===== config.mk =====
export PLATFORM = sky130hd
export DESIGN_NAME = st2_decode
export DESIGN_NICKNAME = d
export VERILOG_FILES = /design/src/rtl/st2_decode.sv
export SDC_FILE = /design/constraint.sdc
export NUM_CORES = 1
export LEC_CHECK = 0
export ABC_AREA = 1
export CAP_MARGIN = 20
export CELL_PAD_IN_SITES_DETAIL_PLACEMENT = 2
export CELL_PAD_IN_SITES_GLOBAL_PLACEMENT = 2
export CORE_UTILIZATION = 19
export DETAILED_ROUTE_END_ITERATION = 12
export PLACE_DENSITY = 0.78
export SYNTH_ARGS = -nofsm -noshare
export SYNTH_HDL_FRONTEND = slang
export SYNTH_SLANG_ARGS = --single-unit

===== constraint.sdc =====
create_clock -name clk -period 1.61 [get_ports clk]
set_clock_uncertainty 0.2 [all_clocks]
set_input_delay 0.4025 -clock clk [delete_from_list [all_inputs] [get_ports clk]]
set_output_delay 0.4025 -clock clk [all_outputs]
set_load 0.02 [all_outputs]

===== src/rtl/st2_decode.sv =====
// Instruction-decode stage: captures {pc, inst}, decodes against the register file, registers the EXE bundle.
// Branch/jump resolution is compiled in only when ID_BRANCH_EN is defined; otherwise jbr_bus is tied to 0.
module st2_decode #(
  parameter logic [31:0] START_PC = 32'd0
) (
  input  logic         clk,
  input  logic         resetn,
  input  logic         ID_valid,
  input  logic [63:0]  IF_ID_bus,
  input  logic [31:0]  rs_value,
  input  logic [31:0]  rt_value,
  output logic [4:0]   rs,
  output logic [4:0]   rt,
  output logic         ID_over,
  output logic [32:0]  jbr_bus,
  output logic [105:0] ID_EXE_bus,
  output logic [31:0]  ID_pc,
  output logic [31:0]  ID_inst
);

  typedef enum logic [1:0] {IDLE, BUSY, DONE} state_t;
  typedef enum logic [3:0] {
    ALU_ADD = 4'd0, ALU_SUB = 4'd1, ALU_AND = 4'd2,
    ALU_OR  = 4'd3, ALU_SLT = 4'd4, ALU_SLL = 4'd5
  } alu_t;

  state_t         state;
  logic [31:0]    pcr;
  logic [31:0]    ir;
  logic           over;
  logic [105:0]   exe_bus;

  logic [5:0]     op;
  logic [5:0]     funct;
  logic [15:0]    imm;
  alu_t           d_aop;
  logic [31:0]    d_src1;
  logic [31:0]    d_src2;
  logic           d_wen;
  logic [4:0]     d_dest;

`ifdef ID_BRANCH_EN
  logic           jbr_taken;
  logic [31:0]    jbr_target;
  logic           d_taken;
  logic [31:0]    d_target;
  logic [31:0]    pcr_plus4;

  assign pcr_plus4 = pcr + 32'd4;
  assign jbr_bus   = {jbr_taken, jbr_target};
`else
  assign jbr_bus   = '0;
`endif

  assign op    = ir[31:26];
  assign funct = ir[5:0];
  assign imm   = ir[15:0];

  always_comb begin
    d_aop  = ALU_ADD;
    d_src1 = '0;
    d_src2 = '0;
    d_wen  = 1'b0;
    d_dest = '0;
`ifdef ID_BRANCH_EN
    d_taken  = 1'b0;
    d_target = '0;
`endif
    // An all-zero word would otherwise match SLL; it is treated as a true NOP.
    if (ir != '0) begin
      case (op)
        6'h00: begin
          case (funct)
            6'h21, 6'h23, 6'h24, 6'h25, 6'h2A: begin
              d_src1 = rs_value;
              d_src2 = rt_value;
              d_wen  = 1'b1;
              d_dest = ir[15:11];
              case (funct)
                6'h23:   d_aop = ALU_SUB;
                6'h24:   d_aop = ALU_AND;
                6'h25:   d_aop = ALU_OR;
                6'h2A:   d_aop = ALU_SLT;
                default: d_aop = ALU_ADD;
              endcase
            end
            6'h00: begin
              d_aop  = ALU_SLL;
              d_src1 = {27'b0, ir[10:6]};
              d_src2 = rt_value;
              d_wen  = 1'b1;
              d_dest = ir[15:11];
            end
`ifdef ID_BRANCH_EN
            6'h08: begin
              d_taken  = 1'b1;
              d_target = rs_value;
            end
`endif
            default: ;
          endcase
        end
        6'h09: begin
          d_src1 = rs_value;
          d_src2 = {{16{imm[15]}}, imm};
          d_wen  = 1'b1;
          d_dest = ir[20:16];
        end
        6'h0D: begin
          d_aop  = ALU_OR;
          d_src1 = rs_value;
          d_src2 = {16'b0, imm};
          d_wen  = 1'b1;
          d_dest = ir[20:16];
        end
        6'h0F: begin
          d_aop  = ALU_OR;
          d_src2 = {imm, 16'b0};
          d_wen  = 1'b1;
          d_dest = ir[20:16];
        end
`ifdef ID_BRANCH_EN
        6'h04, 6'h05: begin
          d_taken  = (rs_value == rt_value) ^ op[0];
          d_target = pcr_plus4 + {{14{imm[15]}}, imm, 2'b00};
        end
        6'h02: begin
          d_taken  = 1'b1;
          d_target = {pcr_plus4[31:28], ir[25:0], 2'b00};
        end
        6'h03: begin
          d_taken  = 1'b1;
          d_target = {pcr_plus4[31:28], ir[25:0], 2'b00};
          d_src1   = pcr_plus4;
          d_wen    = 1'b1;
          d_dest   = 5'd31;
        end
`endif
        default: ;
      endcase
    end
  end

  always_ff @(posedge clk) begin
    if (!resetn) begin
      state   <= IDLE;
      over    <= 1'b0;
      exe_bus <= '0;
      ir      <= '0;
      pcr     <= START_PC;
`ifdef ID_BRANCH_EN
      jbr_taken  <= 1'b0;
      jbr_target <= '0;
`endif
    end else begin
      case (state)
        IDLE: if (ID_valid) begin
          pcr   <= IF_ID_bus[63:32];
          ir    <= IF_ID_bus[31:0];
          state <= BUSY;
        end
        BUSY: if (ID_valid) begin
          exe_bus <= {d_aop, d_src1, d_src2, d_wen, d_dest, pcr};
`ifdef ID_BRANCH_EN
          jbr_taken  <= d_taken;
          jbr_target <= d_target;
`endif
          over  <= 1'b1;
          state <= DONE;
        end else begin
          state <= IDLE;
        end
        DONE: if (!ID_valid) begin
          over  <= 1'b0;
`ifdef ID_BRANCH_EN
          jbr_taken <= 1'b0;
`endif
          state <= IDLE;
        end
        default: state <= IDLE;
      endcase
    end
  end

  assign rs         = ir[25:21];
  assign rt         = ir[20:16];
  assign ID_over    = over;
  assign ID_EXE_bus = exe_bus;
  assign ID_pc      = pcr;
  assign ID_inst    = ir;

endmodule

[Yosys cells after proc, flatten, opt, wreduce, memory -nomap -nowiden]
Index checks and enable logic that the tools add are counted.
Operators by class
  equality and inequality tests: 13
  multiplexer cells: 23
  reductions and logical operators: 14
Operator list (count)
  one-hot mux 32 bit (2 select lines): 2
  one-hot mux 32 bit (4 select lines): 1
  2-to-1 mux 32 bit: 3
  nonzero test 32 bit: 1
  equality test 6 bit (second input constant): 5
  equality test 6 x 4 -> 1 bit (second input constant): 3
  zero test 6 bit: 2
  one-hot mux 3 bit (2 select lines): 2
  one-hot mux 3 bit (4 select lines): 1
  2-to-1 mux 5 bit: 2
  one-hot mux 5 bit (2 select lines): 1
  2-to-1 mux 2 bit: 3
  != test 2 bit (second input constant): 3
  one-hot mux 2 bit (3 select lines): 1
  AND reduction 2 bit: 3
  OR reduction 6 bit: 1
  OR reduction 5 bit: 1
  2-to-1 mux 1 bit: 4
  one-hot mux 1 bit (2 select lines): 2
  OR reduction 2 bit: 2
  2-to-1 mux 3 bit: 1
  AND reduction 3 bit: 1
  OR reduction 3 bit: 1
  equality test 2 x 1 -> 1 bit (second input constant): 1
  other kinds (3): 3
Storage, ports and cells
  bits in registers: 173
  output and inout port bits: 214

[Longest topological paths before layout]
Gate-level depths: netlist (run 1).
  depth after elaboration: 5
  mapped depth: 11
  depth with buffers taken out: 10

[Worst setup path after synthesis (run 1)]
OpenSTA, ideal clock, no wires.
  kind: register to register
  from: reg ir[26], in the netlist ID_inst[26]
  to: reg exe_bus[55], in the netlist ID_EXE_bus[55]
  library setup time: 0.071 ns
  arrival time: 1.533 ns
  data required time: 1.339 ns
  slack: -0.195 ns
  cell stages (with the launch flop): 10
  clock period less this slack: 1.805 ns
  path through: dfxtp_1 -> inv_2 -> nor2_2 -> nand3_2 -> nand2_2 -> nor2_2 -> nor3_4 -> buf_6 -> nand2_2 -> a21oi_2
On the way
  cells in the longest elaborated chain, start to end: 3
  elaborated cells between the ends (all ways): 7
RTL lines
  start, declared: RTL line 29  | logic [31:0] ir;
  start signal, assigned: RTL line 159  | ir <= IF_ID_bus[31:0];
  equality test 6 x 4 -> 1 bit or zero test 6 bit (tied branches): RTL line 71  | case (op)
  one-hot mux 32 bit (4 select lines): RTL line 71
  2-to-1 mux 32 bit (*): RTL line 70  | if (ir != '0) begin
  end signal, assigned: RTL line 163  | exe_bus <= {d_aop, d_src1, d_src2, d_wen, d_dest, pcr};
  end, declared: RTL line 31  | logic [105:0] exe_bus;
Mark *: on every way between the ends. The rest lies on a longest branch, timed or not.
A chain may end at the register's enable or synchronous reset.

[Final worst setup path (run 1)]
  from: reg ir[5], in the netlist ID_inst[5]
  to: reg exe_bus[63], in the netlist ID_EXE_bus[63]
On the way
  cells in the longest elaborated chain, start to end: 5
  elaborated cells between the ends (all ways): 11
RTL lines
  equality test 6 bit or zero test 6 bit (tied branches): RTL line 73  | case (funct)
  OR reduction 6 bit (no source line)
  2-to-1 mux 32 bit: RTL line 73
  one-hot mux 32 bit (4 select lines): RTL line 71
  2-to-1 mux 32 bit (*): RTL line 70
Marked as above.

==> summary by stage, run 1 <==
Route
The post-route antenna net violation count is 0. The DRC violation count after routing is 0. The post-detailed-routing wire length is 38.5 mm. The violation count after the first detailed-routing iteration is 212. The first TritonRoute pass finished after 4 iterations. The via density per instance is 4.36.

After detailed routing, the average wire length per cell comes to 19.6 microns. Summing over every cut layer, the via total after detailed routing is 8548.

Timing
Counting I/O delays and the setup requirement, the final critical path takes 1870 ps. Setup slack on the critical path of the routed design comes to -261 ps. In the finished design, the share of the clock period the worst path needs comes to 116%. The final-report max-slew violation count is 0. Setup repair after global routing could not meet its margin everywhere.

Setup violations remaining at the end of the flow were counted as 108. Based on the critical path, the design can be clocked at up to 535 MHz. The number of failing hold endpoints at the final stage is 0.

The tightest hold path in the finished design has a slack of 193 ps.

Finish
The layout overhead on the synthesized area is 76.2%. The net count of the finished layout is 1564. In the final layout, the share of cells above drive strength 1 is 39.3%.

Die
The overall die height is 199 microns. The initial core utilization is 19.5%. The placeable core region is 38000 sq um. The die span in x is 199 microns. The number of primary I/O pins is 345. The die covers 39700 sq um. After floorplanning, the core was divided into 71 placement rows.

Flow run
Max-cap violations in this run came to 0.

CTS
The clock insertion delay at the later pin of the skew report is 450 ps. In this run, CTS created clock tree buffers numbering 17. TritonCTS built the clock tree. The number of hold-repair buffers added at the cts stage is 0. Clock tree synthesis selected as its root buffer the cell clkbuf_16. Clock-pin slew was measured on the worst setup and hold paths at 80 ps. The number of clock sinks seen by CTS is 172. The longest clock path from root to sink contains 2 buffers. CTS built an H-tree with a depth of 4.

Synth
Yosys printed 0 warnings. Summing the areas of all and, or, nand and nor instances in the mapped netlist gives 29.3% of the synthesized area. Summing the areas of all compound-gate instances in the mapped netlist gives 14.0% of the synthesized area. Summed over its instances, the top area cell type makes up 46.5% of the synthesized netlist area. Ranked by instance count, the synthesized netlist is headed by nor2_1 (219), nand2_1 (179), dfxtp_1 (172). Counting flops with a built-in enable in the synthesized netlist gives 0. The fraction of registers with async set or reset after synthesis is 0%.

The cell count after synthesis is 1021. The post-synthesis cell type with the largest combined area is dfxtp_1. After synthesis, flip-flops and latches occupy 46.5% of the total area. The most used flip-flop cell after synthesis is dfxtp_1.

Multiplexer cells account for 0% of the synthesized area. The leading cell type by number of instances after synthesis is nor2_1. Counting flops and latches in the post-synthesis netlist gives 172. Sorting the synthesized cells by area gives the leading types as dfxtp_1 (47%), nor2_1 (11%), nand2_1 (9.1%). Yosys mapped the design onto 25 distinct sky130hd cell types. The mean cell area of the mapped netlist is 7.25 sq um.

By area, the combinational part of the netlist is dominated by simple AND/OR/NAND/NOR gates. The post-synthesis share of cell area spent on xor and xnor gates is 0%. The fraction of the mapped netlist area in adder cells is 0%. The mapped netlist covers 7400 sq um.

Worst setup path
The worst register-to-register path begins at ID_inst[5]. STA puts the critical path data required time at 1810 ps. The endpoint class of the critical path is a flop.

STA classifies the critical path startpoint as a flop. The worst-path maximum fanout is 8. Data on the critical path arrives at its endpoint at 2070 ps. The register-to-register setup slack is -260 ps. The worst register-to-register path ends at ID_EXE_bus[63]. The critical setup path kind is reg2reg. For the worst flop-to-flop path, the logic depth is 10.

Hold path
The path class of the tightest hold or removal check is in2reg. For hold timing, the worst endpoint is state[0]. The worst hold path passes through 3 cells. The startpoint of the worst hold path is resetn.

Status
The run finished, with violations left. The final reports fail on setup timing.

Placement
Routability-driven placement finished with a final weighted congestion of 0.787. The worst slack at placement is -601 ps. Buffers placed on the I/O ports in this run total 310. Detailed placement ended at an HPWL of 26.6 mm.

Power and ir drop
The maximum VDD drop is 0.762 mV. Dividing total power by cell area gives a power density of 897 nW/um^2. For this design the static power due to leakage is 5.57 nW.

Global routing
The global router's overall resource usage is 18.4%. The via count of the first global-routing pass is 9347. The remaining global-route overflow is 0. Entering global routing, the biggest net connects 36 pins. The number of antenna violations at the first check in global routing is 4. The wire length of the first global-routing pass is 54.3 mm.
==> where the power goes <==
part	internal, mW	leakage (nW)	switching, mW	total [mW]
combinational	1.37	3.87	1.52	2.89
clock	2.14	0.278	2.04	4.18
sequential	4.46	1.43	0.177	4.63
total	7.96	5.57	3.74	11.7
==> area by class of cell <==
cell class	instances	area, sq um
Antenna cell	3	7.51
Inverter	31	123
Fill cell	4394	25000
Clock buffer	19	464
Tap cell	511	639
Sequential cell	172	3560
Clock inverter	13	103
Timing Repair Buffer	470	4420
Multi-Input combinational cell	741	3730
==> routing by layer <==
metal,up-vias,GRT usage (%),routed length (microns)
li1,4041,-,-
met1,4199,20.1,15100
met2,252,33.1,19700
met3,52,5.77,2770
met4,4,6.56,883
met5,-,0,27
==> per-stage QoR <==
stage	std cells	total power, mW	setup TNS (ps)	area [sq um]	utilization, %
6_report	1960	11.7	-16360	13000	34.3
5_1_grt	1958	12.2	-24280	13000	34.3
4_1_cts	1945	11.6	-14370	12400	32.6
3_5_place_dp	1891	7.20	-86960	11900	31.3
3_3_place_gp	1891	7.13	-82900	11900	31.3
2_1_floorplan	1054	5.79	-436	7600	-
==> cells by family (layout without fill, tap and decap cells) <==
family                 Yosys count  count (layout)
AO/OA/AOI/OAI                  191             191
flip-flops                     172             172
buffers and inverters          141             533
other                            1              37
AND/OR/NAND/NOR                516             516
==> state kept, by name, indices dropped and copies added (netlist names) <==
signal      count
ID_pc          32
ID_inst        32
ID_over         1
state           2
ID_EXE_bus    105
==> cells in the final DEF (no fill, tap or decap), drive strengths merged <==
cell           instances
conb                  34
dlygate4sd2            1
nand4                  8
nand3                 79
nand2                201
dfxtp                172
clkinvlp               2
inv                   36
buf                  336
bufbuf                 1
diode                  3
clkdlybuf4s50        128
clkinv                 6
nor2                 225
a211oi                 1
o21ai                 98
clkbuf                23
nand3b                 1
nor3                   2
a21oi                 92
==> timing repair <==
action	CTS	global route
gates cloned	4	3
buffers inserted	18	15
pin swaps	10	29
setup endpoints to repair	309	227
resized for setup	867	180
==> worst max path at each step <==
stage               slack [ps]   startpoint              to  cells after the start
floorplan                  -20  ID_inst[31]  ID_EXE_bus[55]                      8
global placement          -550     ID_valid       ID_pc[15]                      7
detailed placement        -600     ID_valid     ID_inst[12]                      7
CTS                       -240  ID_inst[30]  ID_EXE_bus[41]                     10
global route              -360  ID_inst[31]  ID_EXE_bus[40]                     10
finish                    -260   ID_inst[5]  ID_EXE_bus[63]                     10
==> worst max-delay path, stage by stage, from the launching register on <==
cell and delay (ps):
dfxtp_4 380, inv_4 40, nor2_4 140, nand3_2 130, nand4_1 230, buf_6 180
buf_12 140, nand3_1 80, nand2_1 110, nand2_2 60, a21oi_2 110
No activity file was read; power rests on OpenSTA's default activity.
==> run 2: changes to the inputs <==
--- a/config.mk
+++ b/config.mk
@@ -9,9 +9,10 @@
 export CAP_MARGIN = 20
 export CELL_PAD_IN_SITES_DETAIL_PLACEMENT = 2
 export CELL_PAD_IN_SITES_GLOBAL_PLACEMENT = 2
-export CORE_UTILIZATION = 19
+export CORE_UTILIZATION = 21
+export CTS_CLUSTER_SIZE = 14
 export DETAILED_ROUTE_END_ITERATION = 12
-export PLACE_DENSITY = 0.78
+export PLACE_DENSITY = 0.87
 export SYNTH_ARGS = -nofsm -noshare
 export SYNTH_HDL_FRONTEND = slang
 export SYNTH_SLANG_ARGS = --single-unit
==> constraint.sdc (replaced) <==
create_clock -name clk -period 2 [get_ports clk]
set_clock_uncertainty 0.2 [all_clocks]
set_input_delay 0.5 -clock clk [delete_from_list [all_inputs] [get_ports clk]]
set_output_delay 0.5 -clock clk [all_outputs]
set_load 0.02 [all_outputs]
==> run 2 against run 1 <==
- the run now ends clean
- final cell count fell by 7.6%
- non-clock buffer count fell by 91
- clock-buffer cell count rose by 2
==> summary by stage, run 2 (synthesis results as in run 1) <==
Worst setup path
The signal on the critical path passes through clkdlybuf4s15_1. The critical path is of the reg2out type. The startpoint class of the critical path is a flop. On the worst path, the slowest cell contributes a delay of 470 ps.

Counting both buffers and inverters, the worst setup path holds a total of 1. The slowest stage of the critical path is the dfxtp_2 cell. STA puts the critical path data required time at 1300 ps. Data on the critical path arrives at its endpoint at 1280 ps. STA classifies the critical path endpoint as an output pin. The worst-path maximum fanout is 5. The dominant delay contributor by cell family on the critical path is flip-flops.

Timing
The routed design could run at a clock period as short as 1980 ps. The final-report max-slew violation count came to 0. The part of the cycle the worst path needs is 99.0%. Setup violations remaining at the end of the flow were counted as 0. Setup slack on the critical path of the routed design comes to 19.8 ps.

The number of failing hold endpoints at the final stage is 0. Setup repair after global routing could not meet its margin everywhere. The highest clock frequency the design can meet is 505 MHz. The aggregate negative setup slack is 0 ps.

Global routing
The via count of the first global-routing pass is 8911. The wire length of the first global-routing pass is 51.8 mm. The number of antenna violations at the first check in global routing was 2. The global router's overall resource usage is 19.0%. Entering global routing, the biggest net connects 77 pins. The remaining global-route overflow is 0.

Finish
The layout overhead on the synthesized area is 61.1%. The share of post-route cells with drive strength above 1 is 16.3%. The flip-flop count of the largest register, all copies and words added is 105. The design area is 11900 sq um. The final-layout fill cell count is 3976. The library cells used most frequently in the layout, excluding fill and tap cells, are nor2_1 (210), nand2_1 (177), dfxtp_1 (158). The most common cell after layout, fill and taps aside is nor2_1.

The total number of nets in the final design is 1473.

Power and ir drop
The cell internal power dissipation is 6.10 mW. Of the total power, the clock network draws 36.6%. Dividing total power by cell area gives a power density of 746 nW/um^2.

Of the total power, combinational logic draws 21.3%. The switching portion of total power is 31.3%. The maximum VDD drop is 0.625 mV. Sequential cells burn 42.1% of the power.

The net load switching power is 2.78 mW. Summed over all cells, the static leakage comes to 5.30 nW.

Route
After detailed routing, the average wire length per cell comes to 19.2 microns. The iteration count of the initial detailed-routing pass is 4. The violation count after the first detailed-routing iteration is 304. The routed layout has 8101 vias. The post-detailed-routing wire length is 34.8 mm. The DRC violation count after routing is 0. The via density per instance is 4.47. Once detail routing completed, the nets flagged for antenna violations numbered 0.

Die
345 I/O pins were placed. The die footprint is 36000 sq um. The floorplan step set the die width to 190 microns. In this run the core area contains 68 standard-cell rows.

The placeable core region is 34600 sq um. In this run the vertical extent of the chip is 190 microns. The initial utilization of the core area, before any placement, comes to 21.4%.

Placement
The number of buffers inserted by port buffering is 310. Detailed placement finished with a half-perimeter wire length of 24.9 mm. OpenSTA, run right after detailed placement, puts the worst setup slack at -314 ps.

The instance area at placement is 11200 sq um. Routability-driven placement finished with a final weighted congestion of 0.774.

CTS
The clock insertion delay at the later pin of the skew report is 460 ps. The TritonCTS clock tree is yes. The number of levels the H-tree was split into is 4. The tree is rooted in a clkbuf_16. The total clock buffers created by CTS is 17. The number of hold-repair buffers added at the cts stage is 0. The clock-pin transition on the worst setup and hold timing paths is 70 ps. The number of buffers on the longest clock path is 2. For this design, the sink count on the clock tree is 172.

Status
The flow ran to the end, and the final reports show no timing, DRC or antenna violations.

Hold path
The path type of the worst min-delay path is in2reg.

Flow run
The count of max-cap constraint violations is 0.
[run 2: cell types whose count changed in the layout (fill, tap and decap cells not counted), moves of 11 or more]
| cell | delta |
|---|---|
| a21oi_1 | +14 |
| a21oi_2 | -14 |
| dfxtp_4 | -16 |
| nand2_1 | +16 |
| buf_4 | -148 |
| dfxtp_2 | -26 |
| buf_2 | -47 |
| dlygate4sd2_1 | +152 |
| buf_6 | -66 |
| dfxtp_1 | +42 |
| nand2_2 | -11 |
[run 2: final timing paths]
check | startpoint | to | slack [ps] | cells after the start
worst min register to register | ID_EXE_bus[88] | ID_EXE_bus[88] | 270 | 2
worst max register to register | ID_inst[5] | ID_EXE_bus[43] | 80 | 10
worst max-delay path | ID_inst[20] | ID_inst[20] | 20 | 1
worst min-delay path | resetn | state[1] | 230 | 3
[run 2: area by class of cell]
class                           count  area, sq um  share of cell area (%)
Antenna cell                        2         5.00                  0.0420
Clock inverter                     11         83.8                   0.703
Multi-Input combinational cell    741         3490                    29.2
Inverter                           31          123                    1.03
Timing Repair Buffer              379         3720                    31.2
Clock buffer                       21          470                    3.95
Sequential cell                   172         3460                    29.1
Tap cell                          455          569                    4.78
[run 2: through the flow]
stage	power (mW)	hold slack, ps	instances	utilization [%]
2_1_floorplan	4.63	341	1054	-
3_3_place_gp	5.55	252	1762	32.3
3_5_place_dp	5.60	260	1762	32.3
4_1_cts	8.93	218	1800	33.7
5_1_grt	9.30	232	1811	34.4
6_report	8.89	232	1812	34.4
[run 2: power groups by stage]
| stage | combinational (mW) | sequential [mW] | clock (mW) |
|---|---|---|---|
| 3_3_place_gp | 1.75 | 3.80 | 0 |
| 6_report | 1.89 | 3.74 | 3.26 |
| 2_1_floorplan | 0.687 | 3.94 | 0 |
| 4_1_cts | 1.82 | 3.73 | 3.38 |
| 5_1_grt | 2.03 | 3.76 | 3.51 |
| 3_5_place_dp | 1.79 | 3.81 | 0 |
[run 2: timing repair]
action                                  4_1_cts  5_1_grt
endpoints found under the setup margin      190       88
gates cloned                                  2        3
pin swaps                                     1       13
setup buffers                                 4        7
resized for setup                           214       66
[run 2: layer usage]
metal / part of all wire (%) / vias to the layer above / track usage (%)
met4: 2.1 / 0 / 6.14
met1: 40 / 3939 / 20.9
met5: 0 / - / 0
met3: 7.2 / 42 / 5.98
met2: 51 / 262 / 34.5
li1: - / 3858 / -
